[config.mk]
export PLATFORM = sky130hd
export DESIGN_NAME = mips_mem_lsu_flat
export DESIGN_NICKNAME = d
export VERILOG_FILES = /design/src/rtl/mips_mem_lsu_pkg.sv /design/src/rtl/mips_mem_lsu_if.sv /design/src/rtl/mips_mem_wb_reg.sv /design/src/rtl/mips_mem_lsu.sv /design/src/flat_wrapper.sv
export SDC_FILE = /design/constraint.sdc
export NUM_CORES = 1
export LEC_CHECK = 0
export ABC_AREA = 1
export CORE_MARGIN = 3
export CORE_UTILIZATION = 41
export DETAILED_ROUTE_END_ITERATION = 16
export GPL_TIMING_DRIVEN = 0
export PLACE_DENSITY = 0.89
export SYNTH_ARGS = -nofsm -noshare
export SYNTH_HDL_FRONTEND = slang
export SYNTH_SLANG_ARGS = --single-unit
[constraint.sdc]
create_clock -name clk -period 1.3 [get_ports clk]
set_input_delay 0.26 -clock clk [delete_from_list [all_inputs] [get_ports clk]]
set_output_delay 0.26 -clock clk [all_outputs]
set_load 0.005 [all_outputs]
[src/rtl/mips_mem_lsu_pkg.sv]
// Shared definitions for the MEM-stage load/store unit: global width defines,
// FSM state encodings and a small address helper.
// Optional feature macro: MIPS_MEM_ALIGN_CHK_EN (word-alignment check).

`ifndef MIPS_DATA_WIDTH
`define MIPS_DATA_WIDTH 32
`endif
`ifndef MIPS_ADDR_WIDTH
`define MIPS_ADDR_WIDTH 32
`endif
`ifndef MIPS_RFIDX_WIDTH
`define MIPS_RFIDX_WIDTH 5
`endif

package mips_mem_lsu_pkg;

    localparam int MIPS_LSU_ST_WIDTH = 2;

    typedef enum logic [MIPS_LSU_ST_WIDTH-1:0] {
        MIPS_LSU_ST_IDLE = 2'd0,
        MIPS_LSU_ST_REQ  = 2'd1,
        MIPS_LSU_ST_WAIT = 2'd2
    } lsu_state_e;

    // A word access is misaligned when either of the two byte-offset bits is set.
    function automatic logic is_misaligned(input logic [1:0] addr_lsbs);
        return (addr_lsbs != 2'b00);
    endfunction

endpackage

[src/rtl/mips_mem_lsu_if.sv]
// Data-memory request/response channel between the LSU (master) and the
// data memory (slave). One response is returned per accepted request.

interface mips_mem_lsu_if;

    logic                         dmem_req_valid;
    logic                         dmem_req_ready;
    logic                         dmem_req_write;
    logic [`MIPS_ADDR_WIDTH-1:0]  dmem_req_addr;
    logic [`MIPS_DATA_WIDTH-1:0]  dmem_req_wdat;
    logic                         dmem_rsp_valid;
    logic [`MIPS_DATA_WIDTH-1:0]  dmem_rsp_rdat;

    modport master (
        output dmem_req_valid, dmem_req_write, dmem_req_addr, dmem_req_wdat,
        input  dmem_req_ready, dmem_rsp_valid, dmem_rsp_rdat
    );

    modport slave (
        input  dmem_req_valid, dmem_req_write, dmem_req_addr, dmem_req_wdat,
        output dmem_req_ready, dmem_rsp_valid, dmem_rsp_rdat
    );

endinterface

[src/rtl/mips_mem_wb_reg.sv]
// MEM-to-WB pipeline register. valid and misalign are single-cycle pulses
// that follow the load enable; the destination fields hold between loads.

module mips_mem_wb_reg (
    input  logic                          clk,
    input  logic                          rst,
    input  logic                          i_load,
    input  logic [`MIPS_RFIDX_WIDTH-1:0]  i_rd_idx,
    input  logic [`MIPS_DATA_WIDTH-1:0]   i_rd_wdat,
    input  logic                          i_rd_wen,
    input  logic                          i_misalign,
    output logic                          o_valid,
    output logic [`MIPS_RFIDX_WIDTH-1:0]  o_rd_idx,
    output logic [`MIPS_DATA_WIDTH-1:0]   o_rd_wdat,
    output logic                          o_rd_wen,
    output logic                          o_misalign
);

    logic                          r_valid;
    logic [`MIPS_RFIDX_WIDTH-1:0]  r_rd_idx;
    logic [`MIPS_DATA_WIDTH-1:0]   r_rd_wdat;
    logic                          r_rd_wen;
    logic                          r_misalign;

    // Capture write-back fields on load; valid/misalign drop when nothing is loaded.
    always_ff @(posedge clk) begin
        if (rst) begin
            r_valid    <= 1'b0;
            r_rd_idx   <= '0;
            r_rd_wdat  <= '0;
            r_rd_wen   <= 1'b0;
            r_misalign <= 1'b0;
        end else begin
            r_valid    <= i_load;
            r_misalign <= i_load & i_misalign;
            if (i_load) begin
                r_rd_idx  <= i_rd_idx;
                r_rd_wdat <= i_rd_wdat;
                r_rd_wen  <= i_rd_wen;
            end
        end
    end

    assign o_valid    = r_valid;
    assign o_rd_idx   = r_rd_idx;
    assign o_rd_wdat  = r_rd_wdat;
    assign o_rd_wen   = r_rd_wen;
    assign o_misalign = r_misalign;

endmodule

[src/rtl/mips_mem_lsu.sv]
// MEM-stage load/store unit: one outstanding data-memory transaction,
// upstream stall while busy, registered MEM-to-WB outputs.
// Optional feature macro: MIPS_MEM_ALIGN_CHK_EN - misaligned loads/stores are
// not issued and are reported through mem2wb_misalign instead.

module mips_mem_lsu
    import mips_mem_lsu_pkg::*;
(
    input  logic                          clk,
    input  logic                          rst,
    input  logic                          ex2mem_valid,
    input  logic                          ex2mem_mem_read,
    input  logic                          ex2mem_mem_write,
    input  logic [`MIPS_ADDR_WIDTH-1:0]   ex2mem_mem_addr,
    input  logic [`MIPS_DATA_WIDTH-1:0]   ex2mem_mem_wdat,
    input  logic [`MIPS_RFIDX_WIDTH-1:0]  ex2mem_rd_idx,
    input  logic [`MIPS_DATA_WIDTH-1:0]   ex2mem_rd_wdat,
    input  logic                          ex2mem_rd_wen,
    output logic                          mem_stall,
    mips_mem_lsu_if.master                dmem,
    output logic                          mem2wb_valid,
    output logic [`MIPS_RFIDX_WIDTH-1:0]  mem2wb_rd_idx,
    output logic [`MIPS_DATA_WIDTH-1:0]   mem2wb_rd_wdat,
    output logic                          mem2wb_rd_wen,
    output logic                          mem2wb_misalign
);

    lsu_state_e                    r_state;
    lsu_state_e                    w_state_nxt;

    logic [`MIPS_ADDR_WIDTH-1:0]   r_addr;
    logic [`MIPS_DATA_WIDTH-1:0]   r_wdat;
    logic                          r_write;
    logic [`MIPS_RFIDX_WIDTH-1:0]  r_rd_idx;
    logic                          r_rd_wen;

    logic                          w_misalign;
    logic                          w_is_store;
    logic                          w_hold_load;
    logic                          w_wb_load;
    logic [`MIPS_RFIDX_WIDTH-1:0]  w_wb_rd_idx;
    logic [`MIPS_DATA_WIDTH-1:0]   w_wb_rd_wdat;
    logic                          w_wb_rd_wen;
    logic                          w_wb_misalign;

`ifdef MIPS_MEM_ALIGN_CHK_EN
    assign w_misalign = is_misaligned(ex2mem_mem_addr[1:0]);
`else
    assign w_misalign = 1'b0;
`endif

    // Read wins when both read and write are requested.
    assign w_is_store = ex2mem_mem_write & ~ex2mem_mem_read;

    // FSM state register.
    always_ff @(posedge clk) begin
        if (rst) begin
            r_state <= MIPS_LSU_ST_IDLE;
        end else begin
            r_state <= w_state_nxt;
        end
    end

    // Next-state logic plus the write-back and holding-register load controls.
    always_comb begin
        w_state_nxt   = r_state;
        w_hold_load   = 1'b0;
        w_wb_load     = 1'b0;
        w_wb_rd_idx   = r_rd_idx;
        w_wb_rd_wdat  = {`MIPS_DATA_WIDTH{1'b0}};
        w_wb_rd_wen   = 1'b0;
        w_wb_misalign = 1'b0;
        case (r_state)
            MIPS_LSU_ST_IDLE: begin
                if (ex2mem_valid) begin
                    if (ex2mem_mem_read | ex2mem_mem_write) begin
                        if (w_misalign) begin
                            w_wb_load     = 1'b1;
                            w_wb_rd_idx   = ex2mem_rd_idx;
                            w_wb_misalign = 1'b1;
                        end else begin
                            w_hold_load = 1'b1;
                            w_state_nxt = MIPS_LSU_ST_REQ;
                        end
                    end else begin
                        w_wb_load    = 1'b1;
                        w_wb_rd_idx  = ex2mem_rd_idx;
                        w_wb_rd_wdat = ex2mem_rd_wdat;
                        w_wb_rd_wen  = ex2mem_rd_wen;
                    end
                end else begin
                    w_state_nxt = MIPS_LSU_ST_IDLE;
                end
            end
            MIPS_LSU_ST_REQ: begin
                if (dmem.dmem_req_ready) begin
                    w_state_nxt = MIPS_LSU_ST_WAIT;
                end else begin
                    w_state_nxt = MIPS_LSU_ST_REQ;
                end
            end
            MIPS_LSU_ST_WAIT: begin
                if (dmem.dmem_rsp_valid) begin
                    w_wb_load    = 1'b1;
                    w_wb_rd_idx  = r_rd_idx;
                    w_wb_rd_wdat = r_write ? {`MIPS_DATA_WIDTH{1'b0}} : dmem.dmem_rsp_rdat;
                    w_wb_rd_wen  = r_write ? 1'b0 : r_rd_wen;
                    w_state_nxt  = MIPS_LSU_ST_IDLE;
                end else begin
                    w_state_nxt = MIPS_LSU_ST_WAIT;
                end
            end
            default: begin
                w_state_nxt = MIPS_LSU_ST_IDLE;
            end
        endcase
    end

    // Holding registers: the request payload and destination of the memory op in flight.
    always_ff @(posedge clk) begin
        if (rst) begin
            r_addr   <= '0;
            r_wdat   <= '0;
            r_write  <= 1'b0;
            r_rd_idx <= '0;
            r_rd_wen <= 1'b0;
        end else if (w_hold_load) begin
            r_addr   <= ex2mem_mem_addr;
            r_wdat   <= ex2mem_mem_wdat;
            r_write  <= w_is_store;
            r_rd_idx <= ex2mem_rd_idx;
            r_rd_wen <= ex2mem_rd_wen;
        end
    end

    assign mem_stall           = (r_state != MIPS_LSU_ST_IDLE);
    assign dmem.dmem_req_valid = (r_state == MIPS_LSU_ST_REQ);
    assign dmem.dmem_req_write = r_write;
    assign dmem.dmem_req_addr  = r_addr;
    assign dmem.dmem_req_wdat  = r_wdat;

    mips_mem_wb_reg u_wb_reg (
        .clk        (clk),
        .rst        (rst),
        .i_load     (w_wb_load),
        .i_rd_idx   (w_wb_rd_idx),
        .i_rd_wdat  (w_wb_rd_wdat),
        .i_rd_wen   (w_wb_rd_wen),
        .i_misalign (w_wb_misalign),
        .o_valid    (mem2wb_valid),
        .o_rd_idx   (mem2wb_rd_idx),
        .o_rd_wdat  (mem2wb_rd_wdat),
        .o_rd_wen   (mem2wb_rd_wen),
        .o_misalign (mem2wb_misalign)
    );

endmodule

[src/flat_wrapper.sv]
// flat-port wrapper written by rule: the top's interface ports become plain ports
module mips_mem_lsu_flat import mips_mem_lsu_pkg::*;
  (clk, rst, ex2mem_valid, ex2mem_mem_read, ex2mem_mem_write, ex2mem_mem_addr, ex2mem_mem_wdat, ex2mem_rd_idx, ex2mem_rd_wdat, ex2mem_rd_wen, mem_stall, mem2wb_valid, mem2wb_rd_idx, mem2wb_rd_wdat, mem2wb_rd_wen, mem2wb_misalign, dmem_dmem_req_valid, dmem_dmem_req_write, dmem_dmem_req_addr, dmem_dmem_req_wdat, dmem_dmem_req_ready, dmem_dmem_rsp_valid, dmem_dmem_rsp_rdat);
  mips_mem_lsu_if dmem_i ();
  input  logic clk;
  input  logic rst;
  input  logic ex2mem_valid;
  input  logic ex2mem_mem_read;
  input  logic ex2mem_mem_write;
  input  logic [`MIPS_ADDR_WIDTH-1:0] ex2mem_mem_addr;
  input  logic [`MIPS_DATA_WIDTH-1:0] ex2mem_mem_wdat;
  input  logic [`MIPS_RFIDX_WIDTH-1:0] ex2mem_rd_idx;
  input  logic [`MIPS_DATA_WIDTH-1:0] ex2mem_rd_wdat;
  input  logic ex2mem_rd_wen;
  output logic mem_stall;
  output logic mem2wb_valid;
  output logic [`MIPS_RFIDX_WIDTH-1:0] mem2wb_rd_idx;
  output logic [`MIPS_DATA_WIDTH-1:0] mem2wb_rd_wdat;
  output logic mem2wb_rd_wen;
  output logic mem2wb_misalign;
  output wire logic [$bits(dmem_i.dmem_req_valid)-1:0] dmem_dmem_req_valid;
  output wire logic [$bits(dmem_i.dmem_req_write)-1:0] dmem_dmem_req_write;
  output wire logic [$bits(dmem_i.dmem_req_addr)-1:0] dmem_dmem_req_addr;
  output wire logic [$bits(dmem_i.dmem_req_wdat)-1:0] dmem_dmem_req_wdat;
  input wire logic [$bits(dmem_i.dmem_req_ready)-1:0] dmem_dmem_req_ready;
  input wire logic [$bits(dmem_i.dmem_rsp_valid)-1:0] dmem_dmem_rsp_valid;
  input wire logic [$bits(dmem_i.dmem_rsp_rdat)-1:0] dmem_dmem_rsp_rdat;
  assign dmem_dmem_req_valid = dmem_i.dmem_req_valid;
  assign dmem_dmem_req_write = dmem_i.dmem_req_write;
  assign dmem_dmem_req_addr = dmem_i.dmem_req_addr;
  assign dmem_dmem_req_wdat = dmem_i.dmem_req_wdat;
  assign dmem_i.dmem_req_ready = dmem_dmem_req_ready;
  assign dmem_i.dmem_rsp_valid = dmem_dmem_rsp_valid;
  assign dmem_i.dmem_rsp_rdat = dmem_dmem_rsp_rdat;
  mips_mem_lsu u_core (.clk(clk), .rst(rst), .ex2mem_valid(ex2mem_valid), .ex2mem_mem_read(ex2mem_mem_read), .ex2mem_mem_write(ex2mem_mem_write), .ex2mem_mem_addr(ex2mem_mem_addr), .ex2mem_mem_wdat(ex2mem_mem_wdat), .ex2mem_rd_idx(ex2mem_rd_idx), .ex2mem_rd_wdat(ex2mem_rd_wdat), .ex2mem_rd_wen(ex2mem_rd_wen), .mem_stall(mem_stall), .dmem(dmem_i), .mem2wb_valid(mem2wb_valid), .mem2wb_rd_idx(mem2wb_rd_idx), .mem2wb_rd_wdat(mem2wb_rd_wdat), .mem2wb_rd_wen(mem2wb_rd_wen), .mem2wb_misalign(mem2wb_misalign));
endmodule
-- Word-level counts from Yosys, hierarchy flattened
Cells that the tools add are included.
- flip-flop bits (word level): 112
- bits of input ports: 141
- output and inout bits: 107
- logic and storage cells: 43
- equal/unequal tests: 3
- mux-type cells: 25
- bitwise operators: 3
- reduce and logical (&&, ||, !) cells: 2
- operators by type and width (operator ; number):
    $mux W32 ; 4
    $pmux W32 S2 ; 1
    $mux W5 ; 3
    $mux W1 ; 10
    $mux W2 ; 4
    $pmux W2 S3 ; 1
    $pmux W1 S2 ; 2
    $ne A3 B2 Y1 const B ; 1
    $eq A2 B1 Y1 const B ; 1
    $eq A2 B2 Y1 const B ; 1
    $logic_not A2 Y1 ; 1
    $reduce_bool A2 Y1 ; 1
    $and A1 B1 Y1 ; 1
    $not A1 Y1 ; 1
    $or A1 B1 Y1 ; 1

-- Longest topological paths before layout
- word-level depth: 4
- gate-level depth with buffers: 9
- mapped depth without buffers: 8

-- Hierarchy
Synthesis repeated with hierarchy kept, for this count alone.
- cell total of the unflattened synthesis: 994
- area total of the unflattened synthesis: 5908.2 um^2
- modules (own cells, without submodules) (module ; instances ; cells an instance ; area each (um^2) ; seq. area each (um^2)):
    mips_mem_lsu ; 1 ; 746 ; 4281.6 ; 1461.4
    mips_mem_wb_reg ; 1 ; 248 ; 1626.6 ; 800.8

-- Least setup slack after synthesis
No wires, ideal clock.
- kind: reg-to-reg
- start point: register u_core.r_state[1]
- end point: register u_core.u_wb_reg.r_rd_wdat[10] (netlist: u_core.u_wb_reg.o_rd_wdat[10])
- setup time: 0.111 ns
- data arrival time: 1.095 ns
- data required time: 1.189 ns
- path slack: 0.093 ns
- stages on the path, launching flop included: 9
- path buffers: 2
- clock period less this slack: 1.207 ns
- cell sequence: dfxtp_1 > nor2_2 > buf_4 > nand3_4 > nand2_1 > inv_2 > buf_6 > nor2_1 > nor2_1
- longest elaborated chain between the ends: 2
- elaborated cells on any way between the ends: 4
- those cells by class: eq/ne (1); mux (2); reduce/logical (1)
- RTL lines (element ; RTL line ; source):
    from (decl) ; mips_mem_lsu.sv:28 ; lsu_state_e r_state;
    from (signal assigned) ; mips_mem_lsu.sv:60 ; r_state <= w_state_nxt;
    $eq A2 B2 Y1 or $logic_not A2 Y1 (tied branches) ; mips_mem_lsu.sv:73 ; case (r_state)
    $pmux W32 S2 or $pmux W1 S2 (tied branches) ; mips_mem_lsu.sv:73 ;
    to (signal assigned) ; mips_mem_wb_reg.sv:38 ; r_rd_wdat <= i_rd_wdat;
    to (decl) ; mips_mem_wb_reg.sv:21 ; logic [`MIPS_DATA_WIDTH-1:0] r_rd_wdat;
Parallel ways exist; a longest one is shown, timed or not.
A chain may end at the register's enable or synchronous reset.

-- Worst setup path in the final report
- start point: register u_core.r_state[1]
- end point: register u_core.u_wb_reg.r_rd_wdat[15] (netlist: u_core.u_wb_reg.o_rd_wdat[15])
The elaborated chain is that of the path after synthesis.

==> impl_results.md <==
* Grt met1 use at 30.0%
* Root Buffer: clkbuf_16
* CTS Buffer Depth at 2
* Final hold violations at 0
* DIE AREA at 0.0141 mm^2
* Clock Latency Late Sink at 0.34 ns
* Largest net degree at the start of global routing at 19
* WS Path Type: flip-flop to flip-flop
* 1st-iter DRT viols at 398
* Hold Path Sink: u_core.r_state[1]
* Synth Area in Compound Gates at 13.8%
* Clock Skew at 0.00720 ns
* ANT cells at 0
* Max Transition Viols Final at 0
* Routability Congestion at 0.872
* Outcome: complete, but fails checks
* Syn Inst Count at 751
* Post-route design area at 0.00890 mm^2
* Reg2Reg Setup Slack at -0.16 ns
* Most common cell after layout, fill and taps aside: clkdlybuf4s50_1
* Pleak at 4.35 nW
* Number of global-route vias before repair at 5841
* Synth Area in Adders at 0%
* Post-DP HPWL at 13.1 mm
* Area grow syn2layout at 71.1%
* Post-Synth XOR/XNOR Area at 0%
* Netlist cell types at 23
* Most frequent cells in the layout: 135 x clkdlybuf4s50_1, 109 x inv_1, 107 x dlygate4sd2_1, 95 x dfxtp_1, 86 x nand2_1
* Post-synthesis mux area share at 0%
* Post-synth top area share at 43.1%
* Slowest stage delay, CP at 0.34 ns
* H-Tree Level Count at 3
* Top cells by area, synth: dfxtp_1 43%, inv_1 8.2%, nor2_1 7.7%, nand2_1 7.2%, a21oi_1 6.9%
* Placed cell areas at 0.00785 mm^2
* Reg-to-Reg Start: u_core.r_state[1]
* RR Endpoint: u_core.u_wb_reg.o_rd_wdat[15]
* First-pass GRT wire length at 29.1 mm
* Dpl ws at -0.828 ns
* Hold depth at 4
* Met3 Use GR at 5.07%
* Routed Antenna Nets at 0
* Final setup viols at 41
* Failing checks: setup timing
* Vias/cell at 4.98
* Worst path top cell family by delay: simple AND/OR/NAND/NOR gates
* Max IR drop VDD at 0.615 mV
* Final wirelength at 18.9 mm
* GR Util All Layers at 25.3%
* Die height at 119 um
* Worst-path clk slew at 0.07 ns
* Hold Path Class: primary input to flip-flop
* Syn Area/Cell at 6.92 um^2
* Max cap viols at 0
* CTS tree: yes
* DR WL/cell at 15.6 um
* Worst R2R Path Depth at 9
* Hold Path Origin: dmem_dmem_rsp_valid
* Port buffer count at 244
* Critical path buffers and inverters at 4
* Met2 usage at 45.5%
* Drt drc at 0
* FMAX at 687 MHz
* Final setup margin at -0.156 ns
* CP Data Arrival Time at 1.70 ns
* Vias at 6025
* Critical Path End Type: flip-flop
* Cell Chain, Critical Path: nor2_4 -> buf_6 -> buf_8 -> nand3_4 -> nand2_4 -> clkinv_8 -> buf_8 -> nor2_1 -> nor2_1
* Total gr overflow at 0
* Final period util at 112%
* WP data required at 1.54 ns
* Sequential-to-total area share from yosys stat at 43.1%
* Syn nets at 892
* # IOs at 248
* Cts hold-fix bufs at 0
* Register bit total from synthesis at 112
* Largest family of logic cells by synthesized area: simple AND/OR/NAND/NOR gates
* Initial antenna violation count at 0
* Die W at 119 um
* Post-synthesis cell area at 0.00520 mm^2
* CORE AREA at 0.0122 mm^2
* CTS Buf Count at 9
* Number of clock sinks at 112
* GR peak layer: met2
* Number of nets in the layout at 1177
* Pwr dens at 990 mW/mm^2
* RSZ-0062 raised after global routing: true
* 1st-pass router iterations at 6
* Site Rows at 40
* Worst Setup Start Kind: flip-flop
* CP max FO at 6
* Syn. warnings at 0
* Synth area leader: dfxtp_1
* Crit path time final at 1.46 ns
* Simple-Gate Fraction of Synth Area at 28.6%
* Worst path slowest cell: dfxtp_2
* Initial core utilization at 42.6%
* Share of cells above drive strength 1 at 18.3%
[stage by stage]
step | instances | power (mW) | hold WS, ns | util, % | setup TNS [ns]
2_1_floorplan | 751 | 4.74 | 0.329 | - | 0
3_3_place_gp | 1163 | 5.90 | 0.431 | 64.3 | -67.27
6_report | 1209 | 8.81 | 0.420 | 72.8 | -4.63
4_1_cts | 1206 | 8.68 | 0.375 | 70.6 | -3.03
5_1_grt | 1209 | 9.21 | 0.431 | 72.8 | -7.22
3_5_place_dp | 1163 | 5.95 | 0.435 | 64.3 | -68.90
[sequential cells by signal, summed over array words and instances, names as in the netlist]
| register | cells |
|---|---|
| u_core.r_rd_wen | 1 |
| u_core.r_rd_idx | 5 |
| u_core.u_wb_reg.o_rd_wdat | 32 |
| u_core.dmem.dmem_req_addr | 32 |
| u_core.u_wb_reg.o_rd_wen | 1 |
| u_core.r_state | 2 |
| u_core.u_wb_reg.o_rd_idx | 5 |
| u_core.dmem.dmem_req_write | 1 |
| u_core.u_wb_reg.o_valid | 1 |
| u_core.dmem.dmem_req_wdat | 32 |
[kinds of logic after synthesis]
group	after synthesis
AO/OA/AOI/OAI	143
buffers and inverters	178
flip-flops	112
other	1
AND/OR/NAND/NOR	317
[power by group]
part	internal [mW]	switching, mW	total [mW]
Combinational	1.20	1.05	2.25
Sequential	3.72	0.130	3.85
Clock	1.42	1.29	2.71
[routing by layer]
layer	routed length [um]	part of all wire, %
met1	7440	39
met2	9650	51
met3	1350	7.1
met4	461	2.4
met5	0	0
[cell usage after synthesis, drive strengths merged]
master,instances
a211oi,1
a21oi,72
buf,35
clkbuf,25
clkinv,1
conb,1
dfxtp,112
inv,117
nand2,101
nand3,35
nand3b,38
nand4,34
nor2,109
o21ai,70
[worst register-to-register path, stage by stage (launching register included)]
cell and delay [ns]:
dfxtp_2 0.34, nor2_4 0.15, buf_6 0.13, buf_8 0.11, nand3_4 0.10, nand2_4 0.12, clkinv_8 0.10, buf_8 0.15
nor2_1 0.11, nor2_1 0.06
[worst max-delay path by stage]
stage / slack (ns) / start / depth (start not counted) / endpoint
final: -0.16 / u_core.r_state[1] / 9 / u_core.u_wb_reg.o_rd_wdat[15]
after CTS: -0.22 / u_core.r_state[0] / 5 / mem_stall
after floorplan: 0.09 / u_core.r_state[1] / 8 / u_core.u_wb_reg.o_rd_wdat[10]
after global placement: -0.82 / rst / 6 / u_core.u_wb_reg.o_rd_wdat[31]
after detailed placement: -0.83 / rst / 6 / u_core.u_wb_reg.o_rd_wdat[29]
after global routing: -0.24 / u_core.r_state[1] / 9 / u_core.u_wb_reg.o_rd_wdat[30]
[repair_timing]
action	4_1_cts	5_1_grt
cloned	7	3
resized for setup	239	90
endpoints found under the setup margin	216	83
pin swaps	47	36
setup buffers	21	1
[layout make-up]
class                           count  area, um^2
Clock buffer                       11         253
Tap cell                          168         210
Inverter                          118         463
Timing Repair inverter              1        6.26
Sequential cell                   112        2260
Multi-Input combinational cell    461        2500
Buffer                             59         450
Timing Repair Buffer              274        2710
Fill cell                        1001        3320
Clock inverter                      5        36.3
Power figures use the tool's default switching activity.
